$ cat config.mk
export PLATFORM = sky130hd
export DESIGN_NAME = link_rx
export DESIGN_NICKNAME = d
export VERILOG_FILES = /design/src/rtl/link_rx.sv
export SDC_FILE = /design/constraint.sdc
export NUM_CORES = 1
export LEC_CHECK = 0
export CORE_MARGIN = 4
export CORE_UTILIZATION = 64
export DETAILED_ROUTE_END_ITERATION = 8
export HOLD_SLACK_MARGIN = 0.05
export PLACE_DENSITY = 0.91
export SYNTH_ARGS = -nofsm -noshare
export SYNTH_HDL_FRONTEND = slang
export SYNTH_SLANG_ARGS = --single-unit
$ cat constraint.sdc
create_clock -name clock -period 3.8 [get_ports clock]
set_input_delay 0.57 -clock clock [delete_from_list [all_inputs] [get_ports clock]]
set_output_delay 0.57 -clock clock [all_outputs]
set_load 0.02 [all_outputs]
$ cat src/rtl/link_rx.sv
// link_rx: UART-style receiver for the board-to-board game link (8E1 frames)
// Ports: clock/reset_n, rx_in serial line; rx_data/rx_valid, error pulses, busy, link_up
module link_rx #(
  parameter int CLKS_PER_BIT = 10416,
  parameter int TIMEOUT_CLKS = 50_000_000
) (
  input  logic       clock,
  input  logic       reset_n,
  input  logic       rx_in,
  output logic [7:0] rx_data,
  output logic       rx_valid,
  output logic       parity_err,
  output logic       frame_err,
  output logic       busy,
  output logic       link_up
);

  localparam int CW = $clog2(CLKS_PER_BIT);
  localparam int TW = $clog2(TIMEOUT_CLKS + 1);

  localparam logic [CW-1:0] LAST = CW'(CLKS_PER_BIT - 1);
  localparam logic [CW-1:0] HALF = CW'(CLKS_PER_BIT / 2 - 1);
  localparam logic [TW-1:0] TMAX = TW'(TIMEOUT_CLKS);
  localparam logic [TW-1:0] TM1  = TW'(TIMEOUT_CLKS - 1);

  localparam logic [2:0] IDLE   = 3'd0;
  localparam logic [2:0] START  = 3'd1;
  localparam logic [2:0] DATA   = 3'd2;
  localparam logic [2:0] PARITY = 3'd3;
  localparam logic [2:0] STOP   = 3'd4;
  localparam logic [2:0] BRK    = 3'd5;

  logic          s1_q, s2_q, prev_q;
  logic [2:0]    state_q, state_d;
  logic [CW-1:0] cnt_q, cnt_d;
  logic [2:0]    idx_q, idx_d;
  logic [7:0]    sh_q, sh_d;
  logic          par_q, par_d;
  logic [7:0]    data_q, data_d;
  logic          vld_q, vld_d;
  logic          perr_q, perr_d;
  logic          ferr_q, ferr_d;
  logic [TW-1:0] tmo_q, tmo_d;
  logic          link_q, link_d;
  logic          bit_end;

  // Synchronizer idles high so reset release never looks like a start edge
  always_ff @(posedge clock or negedge reset_n) begin
    if (!reset_n) begin
      s1_q   <= 1'b1;
      s2_q   <= 1'b1;
      prev_q <= 1'b1;
    end else begin
      s1_q   <= rx_in;
      s2_q   <= s1_q;
      prev_q <= s2_q;
    end
  end

  assign bit_end = (cnt_q == LAST);

  always_comb begin
    state_d = state_q;
    cnt_d   = cnt_q;
    idx_d   = idx_q;
    sh_d    = sh_q;
    par_d   = par_q;
    data_d  = data_q;
    vld_d   = 1'b0;
    perr_d  = 1'b0;
    ferr_d  = 1'b0;
    case (state_q)
      IDLE: begin
        cnt_d = '0;
        if (prev_q && !s2_q) state_d = START;
      end
      START: begin
        if (cnt_q == HALF) begin
          cnt_d = '0;
          if (!s2_q) begin
            state_d = DATA;
            idx_d   = 3'd0;
          end else begin
            state_d = IDLE;
          end
        end else begin
          cnt_d = cnt_q + 1'b1;
        end
      end
      DATA: begin
        if (bit_end) begin
          cnt_d       = '0;
          sh_d[idx_q] = s2_q;
          if (idx_q == 3'd7) state_d = PARITY;
          else idx_d = idx_q + 3'd1;
        end else begin
          cnt_d = cnt_q + 1'b1;
        end
      end
      PARITY: begin
        if (bit_end) begin
          cnt_d   = '0;
          par_d   = s2_q;
          state_d = STOP;
        end else begin
          cnt_d = cnt_q + 1'b1;
        end
      end
      STOP: begin
        if (bit_end) begin
          cnt_d = '0;
          if (s2_q) begin
            state_d = IDLE;
            if (^{sh_q, par_q} == 1'b0) begin
              data_d = sh_q;
              vld_d  = 1'b1;
            end else begin
              perr_d = 1'b1;
            end
          end else begin
            // Low stop bit: wait out a held-low line in BRK
            ferr_d  = 1'b1;
            state_d = BRK;
          end
        end else begin
          cnt_d = cnt_q + 1'b1;
        end
      end
      BRK: begin
        cnt_d = '0;
        if (s2_q) state_d = IDLE;
      end
      default: begin
        state_d = IDLE;
        cnt_d   = '0;
      end
    endcase
  end

  // Watchdog: only good frames refresh it; counter saturates
  always_comb begin
    tmo_d  = tmo_q;
    link_d = link_q;
    if (vld_q) begin
      tmo_d  = '0;
      link_d = 1'b1;
    end else begin
      if (tmo_q != TMAX) tmo_d = tmo_q + 1'b1;
      if (tmo_q == TM1) link_d = 1'b0;
    end
  end

  always_ff @(posedge clock or negedge reset_n) begin
    if (!reset_n) begin
      state_q <= IDLE;
      cnt_q   <= '0;
      idx_q   <= '0;
      sh_q    <= '0;
      par_q   <= 1'b0;
      data_q  <= '0;
      vld_q   <= 1'b0;
      perr_q  <= 1'b0;
      ferr_q  <= 1'b0;
      tmo_q   <= '0;
      link_q  <= 1'b0;
    end else begin
      state_q <= state_d;
      cnt_q   <= cnt_d;
      idx_q   <= idx_d;
      sh_q    <= sh_d;
      par_q   <= par_d;
      data_q  <= data_d;
      vld_q   <= vld_d;
      perr_q  <= perr_d;
      ferr_q  <= ferr_d;
      tmo_q   <= tmo_d;
      link_q  <= link_d;
    end
  end

  assign rx_data    = data_q;
  assign rx_valid   = vld_q;
  assign parity_err = perr_q;
  assign frame_err  = ferr_q;
  assign busy       = (state_q != IDLE);
  assign link_up    = link_q;

endmodule

Yosys cells after proc, flatten, opt, wreduce, memory -nomap -nowiden
Index checks and enable logic that the tools add are counted.
W data, S select, Z words.
Word-level totals
  flip-flop bits (word level): 70
  bits in latches: 0
  memory bits (writable): 0
  bits in read-only memories: 0
  bits of input ports: 3
  output and inout port bits: 13
  logic and storage cells: 90
  memories kept: 0
Cells by class
  $add $sub $neg: 3
  $mul: 0
  div/mod/pow operators: 0
  magnitude comparators: 2
  eq/ne operators: 19
  shifts and indexed selects: 0
  muxes and demuxes: 36
  bitwise logic cells: 1
  reductions and logical operators: 15
Operators with widths (number)
  $mux W26: 2
  $mux W3: 12
  $mux W14: 2
  $pmux W14 S2: 1
  $add A26 B1 Y26 const B: 1
  $eq A26 B26 Y1 const B: 1
  $ne A26 B26 Y1 const B: 1
  $ne A2 B2 Y1 const B: 9
  $pmux W3 S6: 1
  $add A14 B1 Y14 const B: 1
  $eq A14 B13 Y1 const B: 1
  $eq A14 B14 Y1 const B: 1
  $mux W1: 14
  $eq A3 B3 Y1 const B: 3
  $reduce_xor A9 Y1: 1
  $bwmux W8: 1
  $reduce_and A7 Y1: 1
  $eq A3 B2 Y1 const B: 2
  $pmux W3 S2: 1
  $reduce_bool A2 Y1: 3
  $reduce_and A5 Y1: 1
  $lt A3 B4 Y1 const B: 1
  $reduce_and A2 Y1: 2
  $reduce_and A4 Y1: 1
  11 further kinds: 12

Logic depth before layout (Yosys ltp)
  word-level depth: 5
  gate-level depth with buffers: 8
  mapped depth without buffers: 7

Worst setup path before layout
Ideal clock, no wire load.
  path type: reg2reg
  start: reg cnt_q[0]
  end: reg sh_q[2]
  library setup time: 0.125 ns
  arrival: 1.895 ns
  required time: 3.675 ns
  slack: 1.781 ns
  stages on the path, launching flop included: 7
  period minus slack after synthesis: 2.019 ns
  cells stage by stage: dfrtp_1 > ha_1 > and4_2 > nand4_2 > or3_4 > nor3b_2 > mux2_2
On the way
  word-level cells in the longest chain between the ends: 2
Ends and longest elaborated chain
  start: declaration: line 35  | logic [CW-1:0] cnt_q, cnt_d;
  start signal: assignment: line 168  | cnt_q <= cnt_d;
  $eq A14 B14 Y1: line 60  | assign bit_end = (cnt_q == LAST);
  $reduce_and A2 Y1 (no line)
  end signal: assignment: line 158  | sh_q <= '0;
  end signal: assignment: line 170  | sh_q <= sh_d;
  end: declaration: line 37  | logic [7:0] sh_q, sh_d;
No other way between the ends.
A chain may end at the register's enable or synchronous reset.

Worst setup path after layout
  start: reg vld_q (netlist: rx_valid)
  end: out rx_valid
RTL lines
  start: declaration: line 40  | logic vld_q, vld_d;
  start signal: assignment: line 173  | vld_q <= vld_d;
  end: declaration: line 11  | output logic rx_valid,
No word-level cell between the ends.

==> summary.txt <==
final setup TNS = 0 ps
RR Endpoint = sh_q[0]
H-Tree Depth = 3
row count = 26
ranking of synthesized cells by area = dfrtp_1, xnor2_1, mux2_2
io pins = 16
CTS tree = yes
1st-pass router iterations = 5
Die W = 82.0 um
# hold bufs at CTS = 0
DP Wirelength = 4.55 mm
crit-path max FO = 28
NetSw = 0.425 mW
Post-synth ARST share = 100%
GPL Wtd Cong = 0.793
Post-synth EDFFs = 0
Critical-path top delay cell = dfrtp_1
RSZ-0062 raised after global routing = false
critical path required time = 3230 ps
Fillers = 323
Mapped Area = 0.00350 mm2
crit-path cells = clkdlybuf4s50_1
Top FF cell, synth = dfrtp_1
GRT overflow = 0
CP Launch Point = rx_valid
crit path DAT = 1990 ps
first-pass GRT wire length = 11.7 mm
routed wire length = 6.97 mm
final setup vio count = 0
Post-Synthesis Cells = 325
largest net degree at the start of global routing = 49
Avg WL per Cell = 16.8 um
Worst Path Buf+Inv = 1
DRT iter0 DRCs = 152
placement-stage cell area = 0.00366 mm2
Slew @ Worst Pin = 838 ps
layout cells sized above 1 = 15.9%
fin crit period = 2560 ps
Leak Pwr = 1.68 nW
startpoint types = flop
maximum root-to-sink buffer count = 2
Sequential cell area = 0.00176 mm2
leading area contributor after synthesis = dfrtp_1
Post-CTS Setup Inserts = 0
worst r2r src = cnt_q[0]
pwr dens = 433 mW/mm2
TritonCTS buffer count = 9
Sw Ratio = 25.2%
R2R setup slack = 1510 ps
core area = 0.00520 mm2
Initial Utilization = 67.3%
port bufs = 15
Multi-input gate area = 0.00165 mm2
Vias per Instance = 5.93
Total GRT Usage = 23.4%
Max Cap Viol = 0
area share of the leading cell type in the synthesized netlist = 47.9%
Area Overhead vs Synth = 11.3%
Synth warnings = 0
relative slew slack = 44.1%
maximum vdd ir drop = 0.000390 V
Clock Latency Late Sink = 350 ps
sequential share of the synthesized area = 50.1%
hold_ws = 190 ps
Residual DRC = 0
vias in the first global route = 2475
initial antenna violation count = 0
Finished Cell Area = 0.00390 mm2
routed via count = 2461
antenna-violating nets left = 0
top cell family by delay on the critical path = flip-flops
status = finished, final reports clean
die height = 82.0 um
cell internal pwr = 1.26 mW
post-cts resize count = 0
post-route clock period utilization = 67.4%
syn_nets = 333
ant diodes = 0
clock transition at the registers of the reported paths = 70 ps
Final Hold Fails = 0
library cells used by synthesis = 55
Max Clock Skew = 9.20 ps
Stages on worst setup path = 1
crit-path max cell delay = 890 ps
syn_area_per_cell = 10.8 um2
Clk pwr share = 41.4%
final net count = 348
Logic pwr share = 10.1%
#FFs+latches synth = 70
max-slew violation count = 0
Worst setup endpoint = rx_valid
Seq pwr share = 48.5%
clock root buffer = clkbuf_8
Worst Reg2Reg Path Length in Cells = 6
Hold WC Path Type = input port to asynchronous set/reset pin
crit path kind = flop to output port
Crit. End Element = output port
fmax = 391 MHz
Die ar. = 0.00672 mm2
CTS sink count = 70
==> power groups by stage <==
stage	Clock [mW]	Sequential, mW	Combinational, mW
2_1_floorplan	0	0.811	0.131
3_3_place_gp	0	0.826	0.159
3_5_place_dp	0	0.830	0.167
4_1_cts	0.709	0.816	0.172
5_1_grt	0.740	0.823	0.189
6_report	0.699	0.819	0.171
==> sequential cells by signal, summed over array words and instances, names as in the netlist, 3 cells and up <==
register and cells:
cnt_q 14, idx_q 3, rx_data 8, sh_q 8
state_q 3, tmo_q 26
==> logic make-up after synthesis <==
group           after synthesis  synth area share [%]
xor+xnor                     40                  10.4
mux                          20                  6.36
compound gates               20                  3.64
simple gates                152                  24.8
fa+ha+maj                     5                  1.79
flops                        70                  50.1
buf+inv                      18                  2.86
==> synth_stat cells (6+ instances only) <==
master	number
nand2_1	19
mux2_2	18
clkbuf_1	6
nor2_1	47
nand3_1	17
xnor2_1	24
nand4_1	8
o21ai_0	6
dfrtp_1	67
nor3_1	9
inv_1	6
xor2_1	15
==> per-stage QoR <==
stage               power, mW  worst slack, ps  utilization (%)  cells
global route             1.75             1150             74.9    415
CTS                      1.70             1210             74.9    415
detailed placement      0.997             1530             70.4    399
global placement        0.985             1610             70.4    399
floorplan               0.942             1780                -    325
finish                   1.69             1240             74.9    415
==> cells in the final DEF (no fill, tap or decap), types with 2 or more instances in the layout <==
| cell | count |
|---|---|
| clkdlybuf4s50_1 | 14 |
| nand4_1 | 8 |
| ha_1 | 5 |
| nor3_1 | 9 |
| xor2_1 | 15 |
| nor2_1 | 47 |
| and3_1 | 2 |
| and2_1 | 2 |
| or3_1 | 4 |
| nor2b_1 | 3 |
| mux2i_1 | 2 |
| dfstp_2 | 3 |
| dfrtp_1 | 67 |
| xnor2_1 | 24 |
| and4_2 | 4 |
| clkbuf_8 | 12 |
| inv_1 | 6 |
| nand3b_1 | 3 |
| a22o_1 | 3 |
| nor4b_1 | 3 |
| a21oi_1 | 5 |
| nor3b_1 | 3 |
| nand3_1 | 17 |
| bufinv_16 | 2 |
| mux2_2 | 18 |
| nor4_1 | 4 |
| or4_1 | 3 |
| and4_1 | 5 |
| nor3b_2 | 2 |
| nand2_1 | 19 |
| o21ai_0 | 6 |
==> per-layer routing <==
metal | GRT usage [%] | wire length, um
met2 | 40.2 | 3620
met4 | 11.8 | 153
met5 | 0 | 0
met1 | 28.1 | 2950
met3 | 4.28 | 242
==> layout make-up <==
type	instances	area share, %
Multi-Input combinational cell	237	42.2
Clock buffer	13	4.33
Sequential cell	70	45.0
Inverter	6	0.578
Timing Repair Buffer	16	3.92
Clock inverter	3	1.67
Tap cell	70	2.25
==> worst min path at each step <==
stage	start	end	slack, ps	cells after the start
2_1_floorplan	reset_n	cnt_q[0]	270	0
3_3_place_gp	s1_q	s2_q	350	0
3_5_place_dp	s1_q	s2_q	350	0
4_1_cts	reset_n	tmo_q[1]	190	1
5_1_grt	reset_n	tmo_q[1]	210	1
6_report	reset_n	tmo_q[1]	190	1
(Power assumes the default switching activity.)
